`config.mk`:
```
export PLATFORM = sky130hd
export DESIGN_NAME = sfifo_fwft
export DESIGN_NICKNAME = d
export VERILOG_FILES = /design/src/rtl/fifo_pkg.sv /design/src/rtl/sfifo_fwft.sv
export SDC_FILE = /design/constraint.sdc
export NUM_CORES = 1
export LEC_CHECK = 0
export CORE_MARGIN = 2
export CORE_UTILIZATION = 48
export DETAILED_ROUTE_END_ITERATION = 10
export HOLD_SLACK_MARGIN = 0.15
export PLACE_DENSITY_LB_ADDON = 0.12
export SETUP_SLACK_MARGIN = 0.15
export SLEW_MARGIN = 20
export SYNTH_ARGS = -nofsm -noshare
export SYNTH_HDL_FRONTEND = slang
export SYNTH_SLANG_ARGS = --single-unit
```
`constraint.sdc`:
```
create_clock -name clk -period 2.1 [get_ports clk]
set_clock_uncertainty 0.2 [all_clocks]
set_input_delay 0.21 -clock clk [delete_from_list [all_inputs] [get_ports clk]]
set_output_delay 0.21 -clock clk [all_outputs]
set_load 0.005 [all_outputs]
```
`src/rtl/fifo_pkg.sv`:
```
// Shared helpers for the synchronous FIFO family.
`ifndef RESET_SIG
`define RESET_SIG rst
`endif

package fifo_pkg;

  // Occupancy runs 0..DEPTH, so it needs one bit more than a pointer.
  function automatic int unsigned count_width(int unsigned depth_nbits);
    return depth_nbits + 1;
  endfunction

endpackage

```
`src/rtl/sfifo_fwft.sv`:
```
// Single-clock first-word-fall-through FIFO: head entry always on dout, rd pops it.
`ifndef RESET_SIG
`define RESET_SIG rst
`endif

module sfifo_fwft
  import fifo_pkg::*;
#(
  parameter int unsigned WIDTH       = 8,
  parameter int unsigned DEPTH_NBITS = 2
) (
  input  logic                   clk,
  input  logic                   `RESET_SIG,
  input  logic [WIDTH-1:0]       din,
  input  logic                   wr,
  input  logic                   rd,
  output logic [WIDTH-1:0]       dout,
  output logic [DEPTH_NBITS:0]   count,
  output logic [DEPTH_NBITS:0]   ncount,
  output logic                   full,
  output logic                   fullm1,
  output logic                   empty,
  output logic                   emptyp2
);

  localparam int unsigned CW    = count_width(DEPTH_NBITS);
  localparam int unsigned DEPTH = 2 ** DEPTH_NBITS;

  logic [WIDTH-1:0]       mem_q [DEPTH];
  logic [DEPTH_NBITS-1:0] rd_ptr_q, wr_ptr_q;
  logic [CW-1:0]          count_q, count_d;
  logic                   rd_eff, wr_eff;

  // Flags come from registered count only, so no rd/wr -> flag timing path.
  assign full    = (count_q == CW'(DEPTH));
  assign fullm1  = (count_q >= CW'(DEPTH - 1));
  assign empty   = (count_q == '0);
  assign emptyp2 = (count_q < CW'(2));

  // A pop frees the slot this edge, so a write to a full FIFO may pair with it.
  assign rd_eff = rd & ~empty;
  assign wr_eff = wr & (~full | rd_eff);

  always_comb begin
    count_d = count_q;
    if (wr_eff && !rd_eff) begin
      count_d = count_q + CW'(1);
    end else if (rd_eff && !wr_eff) begin
      count_d = count_q - CW'(1);
    end
  end

  assign ncount = count_d;
  assign count  = count_q;
  assign dout   = mem_q[rd_ptr_q];

  always_ff @(posedge clk) begin
    if (`RESET_SIG) begin
      rd_ptr_q <= '0;
      wr_ptr_q <= '0;
      count_q  <= '0;
      for (int i = 0; i < int'(DEPTH); i++) begin
        mem_q[i] <= '0;
      end
    end else begin
      count_q <= count_d;
      if (wr_eff) begin
        mem_q[wr_ptr_q] <= din;
        wr_ptr_q        <= wr_ptr_q + 1'b1;
      end
      if (rd_eff) begin
        rd_ptr_q <= rd_ptr_q + 1'b1;
      end
    end
  end

endmodule

```
==> impl_metrics.yaml <==
finish:
  areaGrowthSynthToFinish_pct: 41.2
  fillers: 269
  design_area_um2: 2900
  antenna_cells: 0
  post-route-util_pct: 71.4
  drive_above_1_share_pct: 43.1
  nets: 233
routing:
  wl_per_cell_um: 15.9
  wl_um: 4250
  drtAntennaViolNets: 0
  viasPerCell: 5.21
  drc_errors: 0
  drtIter0Drc: 77
  dr.pass1.iters: 4
  vias: 1396
clocking:
  clock-sinks: 41
  clk_latency_ps: 280
  cts_buffers: 5
  clkTransAtPathRegs_ps: 70
  clockBufferDepth: 2
  h-tree-depth: 2
  cts_hold_buf: 0
  cts_tree: "done"
  clockRootBuffer: "clkbuf_8"
grt:
  grt_pass1_vias: 1464
  gr-total-overflow: 0
  grtUsageTotal_pct: 19.4
  grt_max_degree: 14
  grt_antenna_before_repair: 0
  grt_first_pass_wirelength_um: 7140
sta:
  slew_headroom_pct: 70.6
  maxSlewViolCount: 0
  tns_ps: 0
  fmax_mhz: 477
  hold_slack_ps: 345
  setup_violations: 0
  worst_slew_pin_slew_ps: 440
  hold_viol_final: 0
  rsz0062_at_grt: "true"
  period_needed_ps: 2100
  min_period_over_period_pct: 99.8
yosys:
  syn_inst: 150
  postSynthAreaPerCell_um2: 13.7
  syn_nets: 166
  ys.flop_type: "edfxtp_1"
  synthArstFlopShare_pct: 0
  netlist_top_cells_count: "and2_1 (32), edfxtp_1 (32), nor2_1 (10)"
  synth_area_leaders: "edfxtp_1 (47%), and2_1 (9.8%), dfxtp_1 (8.8%), mux4_2 (8.8%), ha_1 (2.4%)"
  ys_ff_latch: 41
  yosysWarnings: 0
  synth.distinct_cells: 43
  synth_edf_count: 32
  synth_largest_area_cell: "edfxtp_1"
  yosysSeqAreaShare_pct: 55.6
  synth.top_cell.area_share_pct: 46.8
  syn_area_um2: 2050
critical_path:
  end_kind: "output port"
  startpoint_type: "flip-flop"
  rr_startpoint: "count[1]"
  path_class: "reg -> out"
  cp_max_fo: 3
  worst_r2r_path_depth: 8
  r2r_end: "count[2]"
  arrival_ps: 1690
  worst-r2r-setup-slack_ps: 160
  required_ps: 1690
place:
  portBuffers: 29
  place_hpwl_um: 3080
  gp_congestion: 1.03
  post_dp_cell_area_um2: 2640
job:
  cap_violations: 0
power_and_ir_drop:
  powerDensity_nw_per_um2: 1070
  peakVddDrop_mv: 0.623
  total_power_mw: 3.09
  power.static_leakage_nw: 1.16
hold_path:
  hold_start: "rd_ptr_q[1]"
  worstHoldPathType: "reg -> reg"
  hold_depth: 2
floorplan:
  die_y_um: 69.4
  core-area_um2: 4060
  initial_core_util_pct: 50.6
  die_w_um: 69.4
  num_rows: 23
  dieArea_um2: 4810
  ios: 30
outcome:
  status: "completed"
[where the power goes]
| part | switching (mW) | internal (mW) |
|---|---|---|
| sequential | 0.0809 | 0.996 |
| clock | 0.257 | 0.309 |
| combinational | 0.577 | 0.866 |
[cell families (layout without fill, tap and decap cells)]
family                   count (synthesis)  after routing  synth area share, %
multiplexers                             9              9                 9.51
AO/OA/AOI/OAI                           14             14                 5.18
adder cells (fa/ha/maj)                  4              4                 2.44
AND/OR/NAND/NOR                         64             64                 21.7
XOR/XNOR                                 5              5                 2.13
buffers and inverters                   13             81                 3.41
flip-flops                              41             41                 55.6
[worst max-delay path, stage by stage, from the launching register on]
cell	delay [ps]
dfxtp_4	370
buf_6	120
ha_4	150
ha_4	260
nor2_2	30
a221o_1	330
buf_2	140
[metrics by stage]
stage	cells	worst slack, ps
floorplan	150	164
global placement	253	-175
detailed placement	253	-276
CTS	264	8.18
global route	268	-31.5
finish	268	3.82
[layout by cell type (no fill, tap or decap), drive strengths merged, types with 2 or more instances in the layout]
master,synthesis,routed
nand3,2,2
dlymetal6s2s,0,2
inv,6,6
and2,33,33
dlygate4sd2,0,2
nor2b,4,4
dfxtp,9,9
buf,6,41
edfxtp,32,32
ha,4,4
nor2,12,12
o21ai,4,4
xor2,4,4
nor3,2,2
clkbuf,1,11
nand2b,5,5
nand2,2,2
clkdlybuf4s50,0,13
mux4,8,8
o21bai,2,2
clkdlybuf4s15,0,5
[worst max path at each step]
| stage | start | endpoint | cells after the start |
|---|---|---|---|
| final | count[1] | ncount[2] | 6 |
| after global routing | count[1] | ncount[2] | 6 |
| after CTS | count[1] | ncount[2] | 6 |
| after detailed placement | rd | ncount[2] | 5 |
| after global placement | rd | ncount[2] | 5 |
| after floorplan | count[0] | mem_q[0][0] | 6 |
[flip-flops by register name (all words and copies together), names as in the netlist, named ones only]
name and count:
mem_q 32, count 3, rd_ptr_q 2, wr_ptr_q 2
[layout make-up]
cell class              instances  area [µm²]  area share, %
clock buffers                   7        97.6           3.37
well taps                      50        62.6           2.16
flip-flops and latches         41        1150           39.6
multi-input cells              96         957           33.0
clock inverters                 1        8.76          0.302
repair buffers                 67         596           20.6
inverters                       6        27.5          0.950
[layer usage]
metal	part of all wire, %	wire [µm]	track usage, %	vias up
li1	-	-	-	677
met2	51	2190	31.5	35
met1	43	1820	25.9	676
met5	0	0	0	-
met4	1.4	61	5.45	0
met3	4.3	183	4.94	8
[what timing repair did]
item	in CTS	in global routing
setup endpoints to repair	32	11
pin swaps	7	13
resized for setup	40	29
buffers inserted	3	4
No activity file was read; power rests on OpenSTA's default activity.
